<file path="src/rtl/cmp_pkg.sv">
// Shared definitions for the compare arbiter.
// Holds the compare opcode encoding and the default widths used by
// cmp_arbiter and compare_core.
package cmp_pkg;

  localparam int CMP_DATA_WIDTH    = 32;
  localparam int CMP_OPCODE_LENGTH = 4;

  typedef enum logic [CMP_OPCODE_LENGTH-1:0] {
    CMP_SLT  = 4'b0000,  // signed a < b
    CMP_SLTU = 4'b0001,  // unsigned a < b
    CMP_EQ   = 4'b0010,  // a == b
    CMP_NE   = 4'b0011,  // a != b
    CMP_GE   = 4'b0100,  // signed a >= b
    CMP_GEU  = 4'b0101   // unsigned a >= b
  } cmp_op_e;

endpackage

</file>
<file path="src/rtl/compare_core.sv">
// Combinational compare datapath shared by both requesters.
// Ports:
//   op      in  compare opcode (cmp_op_e encoding)
//   a, b    in  operands, two's complement
//   result  out outcome in bit 0, upper bits zero
//   illegal out op is not one of the defined compare codes
module compare_core
  import cmp_pkg::*;
#(
  parameter int DATA_WIDTH    = CMP_DATA_WIDTH,
  parameter int OPCODE_LENGTH = CMP_OPCODE_LENGTH
) (
  input  logic [OPCODE_LENGTH-1:0] op,
  input  logic [DATA_WIDTH-1:0]    a,
  input  logic [DATA_WIDTH-1:0]    b,
  output logic [DATA_WIDTH-1:0]    result,
  output logic                     illegal
);

  logic lt_signed;
  logic lt_unsigned;
  logic outcome;

  assign lt_signed   = $signed(a) < $signed(b);
  assign lt_unsigned = a < b;

  always_comb begin
    outcome = 1'b0;
    illegal = 1'b0;
    case (op)
      OPCODE_LENGTH'(CMP_SLT):  outcome = lt_signed;
      OPCODE_LENGTH'(CMP_SLTU): outcome = lt_unsigned;
      OPCODE_LENGTH'(CMP_EQ):   outcome = (a == b);
      OPCODE_LENGTH'(CMP_NE):   outcome = (a != b);
      OPCODE_LENGTH'(CMP_GE):   outcome = !lt_signed;
      OPCODE_LENGTH'(CMP_GEU):  outcome = !lt_unsigned;
      default:                  illegal = 1'b1;
    endcase
  end

  // Illegal ops leave outcome at 0, so result is all zeros for them.
  assign result = DATA_WIDTH'(outcome);

endmodule

</file>
<file path="src/rtl/cmp_arbiter.sv">
// Round-robin arbiter sharing one compare datapath between the EX-stage ALU
// (port 0, SLT/SLTU) and the branch-resolution unit (port 1), followed by a
// single registered result stage.
// Ports:
//   clk, reset                  clock, synchronous active-high reset
//   req0_* / req1_*             request channels (valid/ready/op/a/b)
//   res_valid, res_ready        result channel handshake
//   res_id                      requester that issued the result
//   res_data                    compare outcome in bit 0, upper bits zero
//   res_illegal                 op was not a defined compare op
//
// Handshake: a transfer happens on a rising edge where valid && ready are both
// high. Requesters hold valid/op/operands stable until ready. The result stage
// can take a new request whenever it is empty or being drained in the same
// cycle, which sustains one operation per clock.
module cmp_arbiter
  import cmp_pkg::*;
#(
  parameter int DATA_WIDTH    = CMP_DATA_WIDTH,
  parameter int OPCODE_LENGTH = CMP_OPCODE_LENGTH
) (
  input  logic                     clk,
  input  logic                     reset,
  input  logic                     req0_valid,
  output logic                     req0_ready,
  input  logic [OPCODE_LENGTH-1:0] req0_op,
  input  logic [DATA_WIDTH-1:0]    req0_a,
  input  logic [DATA_WIDTH-1:0]    req0_b,
  input  logic                     req1_valid,
  output logic                     req1_ready,
  input  logic [OPCODE_LENGTH-1:0] req1_op,
  input  logic [DATA_WIDTH-1:0]    req1_a,
  input  logic [DATA_WIDTH-1:0]    req1_b,
  output logic                     res_valid,
  input  logic                     res_ready,
  output logic                     res_id,
  output logic [DATA_WIDTH-1:0]    res_data,
  output logic                     res_illegal
);

  logic                     last_grant;
  logic                     grant;
  logic                     accept;
  logic                     xfer_in;
  logic [OPCODE_LENGTH-1:0] sel_op;
  logic [DATA_WIDTH-1:0]    sel_a;
  logic [DATA_WIDTH-1:0]    sel_b;
  logic [DATA_WIDTH-1:0]    core_result;
  logic                     core_illegal;

  // On a tie the port that did not win last time is chosen; otherwise the
  // single valid port wins. With no valid request grant is a don't-care.
  assign grant = (req0_valid && req1_valid) ? ~last_grant : req1_valid;

  assign accept     = !res_valid || res_ready;
  assign req0_ready = !reset && accept && req0_valid && !grant;
  assign req1_ready = !reset && accept && req1_valid &&  grant;
  assign xfer_in    = req0_ready || req1_ready;

  assign sel_op = grant ? req1_op : req0_op;
  assign sel_a  = grant ? req1_a  : req0_a;
  assign sel_b  = grant ? req1_b  : req0_b;

  compare_core #(
    .DATA_WIDTH    (DATA_WIDTH),
    .OPCODE_LENGTH (OPCODE_LENGTH)
  ) u_core (
    .op      (sel_op),
    .a       (sel_a),
    .b       (sel_b),
    .result  (core_result),
    .illegal (core_illegal)
  );

  always_ff @(posedge clk) begin
    if (reset) begin
      res_valid   <= 1'b0;
      res_id      <= 1'b0;
      res_data    <= '0;
      res_illegal <= 1'b0;
      last_grant  <= 1'b1;  // port 0 wins the first tie
    end else if (xfer_in) begin
      res_valid   <= 1'b1;
      res_id      <= grant;
      res_data    <= core_result;
      res_illegal <= core_illegal;
      last_grant  <= grant;
    end else if (res_ready) begin
      res_valid   <= 1'b0;
    end
  end

endmodule

</file>
<file path="config.mk">
export PLATFORM = sky130hd
export DESIGN_NAME = cmp_arbiter
export DESIGN_NICKNAME = d
export VERILOG_FILES = /design/src/rtl/cmp_pkg.sv /design/src/rtl/compare_core.sv /design/src/rtl/cmp_arbiter.sv
export SDC_FILE = /design/constraint.sdc
export NUM_CORES = 1
export LEC_CHECK = 0
export ABC_CLOCK_PERIOD_IN_PS = 8200
export CAP_MARGIN = 10
export CORE_ASPECT_RATIO = 1.2
export CORE_MARGIN = 4
export CORE_UTILIZATION = 36
export CTS_CLUSTER_SIZE = 12
export DETAILED_ROUTE_END_ITERATION = 10
export PLACE_DENSITY = 0.92
export SETUP_SLACK_MARGIN = 0.2
export SYNTH_ARGS = -nofsm -noshare
export SYNTH_HDL_FRONTEND = slang
export SYNTH_SLANG_ARGS = --single-unit
</file>
<file path="constraint.sdc">
create_clock -name clk -period 8.2 [get_ports clk]
set_clock_uncertainty 0.1 [all_clocks]
set_input_delay 1.64 -clock clk [delete_from_list [all_inputs] [get_ports clk]]
set_output_delay 1.64 -clock clk [all_outputs]
set_load 0.02 [all_outputs]
</file>
==> results of run 1 <==
[per-stage QoR]
stage                     setup slack [ns]  hold slack, ns  instance area [sq um]  instances
after global routing                 2.563          0.4363                   3496        505
after floorplan                      3.698          0.3922                   2195        333
after detailed placement             2.682          0.4065                   3451        501
after CTS                            2.839          0.4149                   3496        505
final                                2.853          0.4088                   3496        505
after global placement               2.825          0.3790                   3451        501
[flip-flops by register name (all words and copies together) (netlist names)]
register,count
res_illegal,1
res_data,1
res_id,1
last_grant,1
res_valid,1
[layer usage]
metal	track usage	vias to the layer above	routed length, um
met2	0.3566	121	3611
li1	-	1272	-
met4	0.04303	0	89
met5	0	-	0
met3	0.03472	10	591
met1	0.1907	1092	2615
[power by group through the flow]
stage / combinational [uW] / sequential (uW) / clock (uW)
floorplan: 123 / 28.9 / 0
global placement: 201 / 27.4 / 0
detailed placement: 207 / 27.6 / 0
CTS: 208 / 27.2 / 46.7
global route: 226 / 27.3 / 48.6
finish: 206 / 27.3 / 45.1
[path summary, 6_finish.rpt]
| kind | cells after the start | start | end | slack (ns) |
|---|---|---|---|---|
| worst max register to register | 12 | last_grant$_SDFFE_PP1P_ | res_data[0]$_SDFFE_PP0P_ | 4.47 |
| worst min-delay path | 2 | res_id$_SDFFE_PP0P_ | res_id$_SDFFE_PP0P_ | 0.41 |
| worst min register to register | 2 | res_id$_SDFFE_PP0P_ | res_id$_SDFFE_PP0P_ | 0.41 |
| worst max-delay path | 5 | req0_valid | req0_ready | 2.85 |
[cells by family (layout without fill, tap and decap cells)]
logic type	Yosys count	after routing
AO/OA/AOI/OAI	40	40
adder cells (fa/ha/maj)	32	32
flip-flops	5	5
multiplexers	32	32
other	1	31
buffers and inverters	46	154
XOR/XNOR	2	2
AND/OR/NAND/NOR	145	145
[worst max-delay path: cells and delay by family]
family / cells / cell delay (ns)
buffers and inverters: 2 / 1.15
and+or+nand+nor: 3 / 0.80
[layout by cell type (no fill, tap or decap), types with 3 or more instances in the layout]
cell,count
conb_1,31
nand3_1,3
dfxtp_1,5
o21ai_0,5
a21oi_1,15
clkbuf_8,3
nor2_1,5
clkdlybuf4s50_1,146
nor3_1,4
nand2_1,110
mux2i_1,32
ha_1,32
a211oi_1,3
nand4_1,5
[cell type report]
class,instances,area [sq um]
clock buffers,4,45.04
inverters,2,7.507
multi-input cells,282,1787
fillers,517,2135
repair buffers,148,1476
flip-flops and latches,5,100.1
well taps,64,80.08
==> flow_summary.toml, run 1 <==
[global_route]
antenna_found_initial = 0
grt_max_degree = 40
grt_overflow = 0
first_global_vias = 2402
grt_use_total = 0.1802
grt_pass1_wl_um = 10390

[pwr]
switching_share = 0.3868
comb_power_share = 0.740
intPower_uw = 170.8
clockPowerShare = 0.162
pwr-share-seq = 0.098
peakVddDrop_mv = 0.03405
powerDensity_mw_per_mm2 = 79.70
finalPower_uw = 278.6
p_switching_uw = 107.8
p_leak_uw = 0.001620

[yosys]
ys_seq_area_frac = 0.04808
synth.most_common_cell = "nand2_1"
syn_inst = 303
ys_warn_count = 0
synthXorXnorAreaFrac = 0.008413
muxShareOfSynthArea = 0.1538
synth_compound_area_frac = 0.1274
synth_area_leaders = "nand2_1, ha_1, mux2i_1, buf_4, dfxtp_1"
yosysTopAreaCell = "nand2_1"
synth_simple_gate_area_share = 0.3197
ys_seq_elements = 5
synth_fa_ha_area_frac = 0.1923
synth_cell_types = 45
ys.flop_type = "dfxtp_1"
netlist_top_cells_count = "nand2_1, ha_1, mux2i_1"
ys_async_sr_fraction = 0
synth_top_family_by_area = "simple AND/OR/NAND/NOR gates"
syn_area_per_cell_sq_um = 6.871
synth.cell_area_sq_mm = 0.002082
synth_edf_count = 0
synth_top_area_frac = 0.1983

[placed_design]
hpwl_um = 6106
gp_congestion = 0.8043
io_buffers = 146

[final_layout]
drive_above_1_share = 0.03401
nets = 615
diodes = 0
areaGrowthSynthToFinish_pct = 67.91
final_util = 0.6209

[die]
core_sq_mm = 0.005630
fp.dieH_um = 91.31
num_io_pins = 178
dieArea_sq_mm = 0.007069
placementRows = 30
start_util = 0.3698
die_w_um = 77.42

[worst_setup_path]
required_ns = 6.46
arrival_ns = 3.61
path_cells = "clkdlybuf4s50_1 > nand2_1 > and2_2 > nor3_1 > clkdlybuf4s50_1"
cpMostUsedCell = "clkdlybuf4s50_1"
worstSetupStartpointType = "input port"
cp_max_fo = 31
max_stage_delay_ns = 0.63
worstSetupPathType = "in -> out"
endpoint_kind = "primary output"
cpMaxStageDelayCell = "clkdlybuf4s50_1"

[clock_network]
cts_buffers = 3
clock_latency_ns = 0.22
cts_hold_buf = 0
h-tree-depth = 1
cts_resized = 0
root_buffer = "clkbuf_8"
clkSinkCount = 5
cts_tree = "built"
path_clk_slew_ns = 0.03
postCtsSetupRepairBufs = 0
clockBufferDepth = 2

[hold_path]
hp-class = "reg -> reg"

[detailed_routing]
via_per_inst = 4.941
ant_nets = 0
drc_errors = 0
wl_per_cell_um = 13.68
drtPass1Iterations = 4
totalWireLength_um = 6908
vias = 2495
initialDrtViolationCount = 46

[sta]
max_freq_mhz = 187.0
min_period_ns = 5.347
worst_slew_pin_slew_ns = 0.7124
rsz0062_at_grt = "no"
setup_viol = 0
max_slew_margin = 0.5250
finalHoldViolCount = 0
timing.final.crit_share = 0.6521
finalMaxSlewViolations = 0
tns_ns = 0

[outcome]
status = "finished, final reports clean"

[run]
max_cap_viol_count = 0
(Power assumes the default switching activity.)
==> inputs of run 2 (changes only) <==
Settings changed: ABC_CLOCK_PERIOD_IN_PS 8200 to 5500, CORE_UTILIZATION 36 to 33, PLACE_DENSITY 0.92 to 0.85.
Clock period 8.2 ns to 5.5 ns, I/O delays scaled along.
==> run 2 against run 1 <==
Against the previous run:
- combinational power is 50% higher
- sequential power grew 49%
- flip-flop and latch count unchanged
- register-to-register slack worse by 2.5 ns
- final area rose by 1.0%
- critical path depth rose by 8
- via count increased by 1.2%
- global-route usage is 0.35 points lower
- die area increased by 8.2%
- non-clock buffer count is the same
- final cell count is 3.6% higher
- critical endpoint is now res_data[0]$_SDFFE_PP0P_
==> flow_summary.toml, run 2 (synthesis gave the netlist of run 1 again) <==
[run]
max_cap_viol_count = 0

[clock_network]
path_clk_slew_ns = 0.03
clockBufferDepth = 2
h-tree-depth = 1
clkSinkCount = 5
cts_hold_buf = 0
cts_resized = 0
root_buffer = "clkbuf_8"
cts_buffers = 3
cts_tree = "built"
clock_latency_ns = 0.22
postCtsSetupRepairBufs = 0

[detailed_routing]
ant_nets = 0
drtPass1Iterations = 4
vias = 2525
via_per_inst = 4.828
wl_per_cell_um = 13.49
totalWireLength_um = 7056
drc_errors = 0
initialDrtViolationCount = 50

[sta]
min_period_ns = 4.615
tns_ns = 0
finalHoldViolCount = 0
worst_slew_pin_slew_ns = 0.7876
max_slew_margin = 0.4750
timing.final.crit_share = 0.8391
max_freq_mhz = 216.7
rsz0062_at_grt = "no"
setup_viol = 0
finalMaxSlewViolations = 0

[worst_setup_path]
worstSetupStartpointType = "input port"
max_stage_delay_ns = 0.68
arrival_ns = 4.61
required_ns = 5.50
cp_max_fo = 36
crit_start = "req0_valid"
cpMostUsedCell = "nand2_1"
crit_family = "simple AND/OR/NAND/NOR gates"
worstSetupPathType = "in -> reg"
r2r_start = "last_grant$_SDFFE_PP1P_"
endpoint_kind = "flip-flop"
cpMaxStageDelayCell = "and2_2"
crit_buf_inv = 2
path_cells = "clkdlybuf4s50_1 > nand2_1 > and2_2 > buf_12 > mux2i_1 > ha_1 > a21oi_1 > nand2_1 > a221o_1 > o31ai_1 > nand3b_1 > a221oi_1 > nor3b_1"

[outcome]
status = "finished, final reports clean"

[pwr]
switching_share = 0.3864
pwr-share-seq = 0.097
p_switching_uw = 161.2
peakVddDrop_mv = 0.08755
comb_power_share = 0.743
intPower_uw = 255.9
clockPowerShare = 0.160
p_leak_uw = 0.001624
powerDensity_mw_per_mm2 = 118.1

[global_route]
first_global_vias = 2558
grt_pass1_wl_um = 10870
grt_overflow = 0
antenna_found_initial = 0
grt_use_total = 0.1767
grt_max_degree = 37

[final_layout]
final_common_cell = "clkdlybuf4s50_1"
final_cell_mix = "clkdlybuf4s50_1, nand2_1, mux2i_1, ha_1, conb_1"
diodes = 0
fill_cells = 583
final_util = 0.5798
regArea_sq_um = 100.1
nets = 615
multi_input_area_sq_mm = 0.001787
areaGrowthSynthToFinish_pct = 69.59
drive_above_1_share = 0.03401

[die]
die_w_um = 80.51
core_sq_mm = 0.006090
start_util = 0.3419
fp.dieH_um = 95.01
placementRows = 31
num_io_pins = 178
dieArea_sq_mm = 0.007649

[placed_design]
io_buffers = 146
gp_congestion = 0.7925
hpwl_um = 6375

[hold_path]
hold_path.startpoint = "res_illegal$_SDFFE_PP0P_"
hp-class = "reg -> reg"
## run 2: changes by cell type in the layout (fill, tap and decap cells not counted)
cell / previous run / this run
buf_4: 2 / 1
buf_12: 0 / 1
## run 2: routing by layer
layer	part of all wire	vias up	routed length [um]	track usage
li1	-	1272	-	-
met1	0.37	1134	2581	0.1824
met2	0.54	111	3819	0.3667
met3	0.083	8	586	0.03025
met4	0.0098	0	69	0.02817
met5	0	-	0	0
## run 2: area by class of cell
cell class / count / area share
Inverter: 2 / 0.002126
Tap cell: 82 / 0.02906
Clock buffer: 4 / 0.01276
Multi-Input combinational cell: 282 / 0.5060
Sequential cell: 5 / 0.02835
Timing Repair Buffer: 148 / 0.4217
## run 2: path summary, 6_finish.rpt
kind / endpoint / slack [ns] / cells after the start
worst max-delay path: res_data[0]$_SDFFE_PP0P_ / 0.88 / 13
worst min-delay path: res_illegal$_SDFFE_PP0P_ / 0.41 / 1
worst max register to register: res_data[0]$_SDFFE_PP0P_ / 1.96 / 12
worst min register to register: res_illegal$_SDFFE_PP0P_ / 0.41 / 1
## run 2: stage by stage
step | std cells | hold slack (ns) | area (sq um) | worst slack [ns] | total power [uW]
final | 523 | 0.4067 | 3531 | 0.8847 | 417.1
after global routing | 523 | 0.4249 | 3531 | 0.6586 | 456.2
after CTS | 523 | 0.4084 | 3531 | 0.8777 | 422.1
after detailed placement | 519 | 0.4002 | 3486 | 0.6615 | 351.8
after global placement | 519 | 0.3807 | 3486 | 0.8536 | 342.5
after floorplan | 333 | 0.3922 | 2195 | 1.777 | 226.3
## run 2: power groups by stage
stage	clock network, uW	registers [uW]	logic (uW)
5_1_grt	71.5	40.9	344
3_5_place_dp	0	41.1	311
3_3_place_gp	0	40.9	302
4_1_cts	68.7	40.6	313
2_1_floorplan	0	43.1	183
6_report	66.8	40.6	310
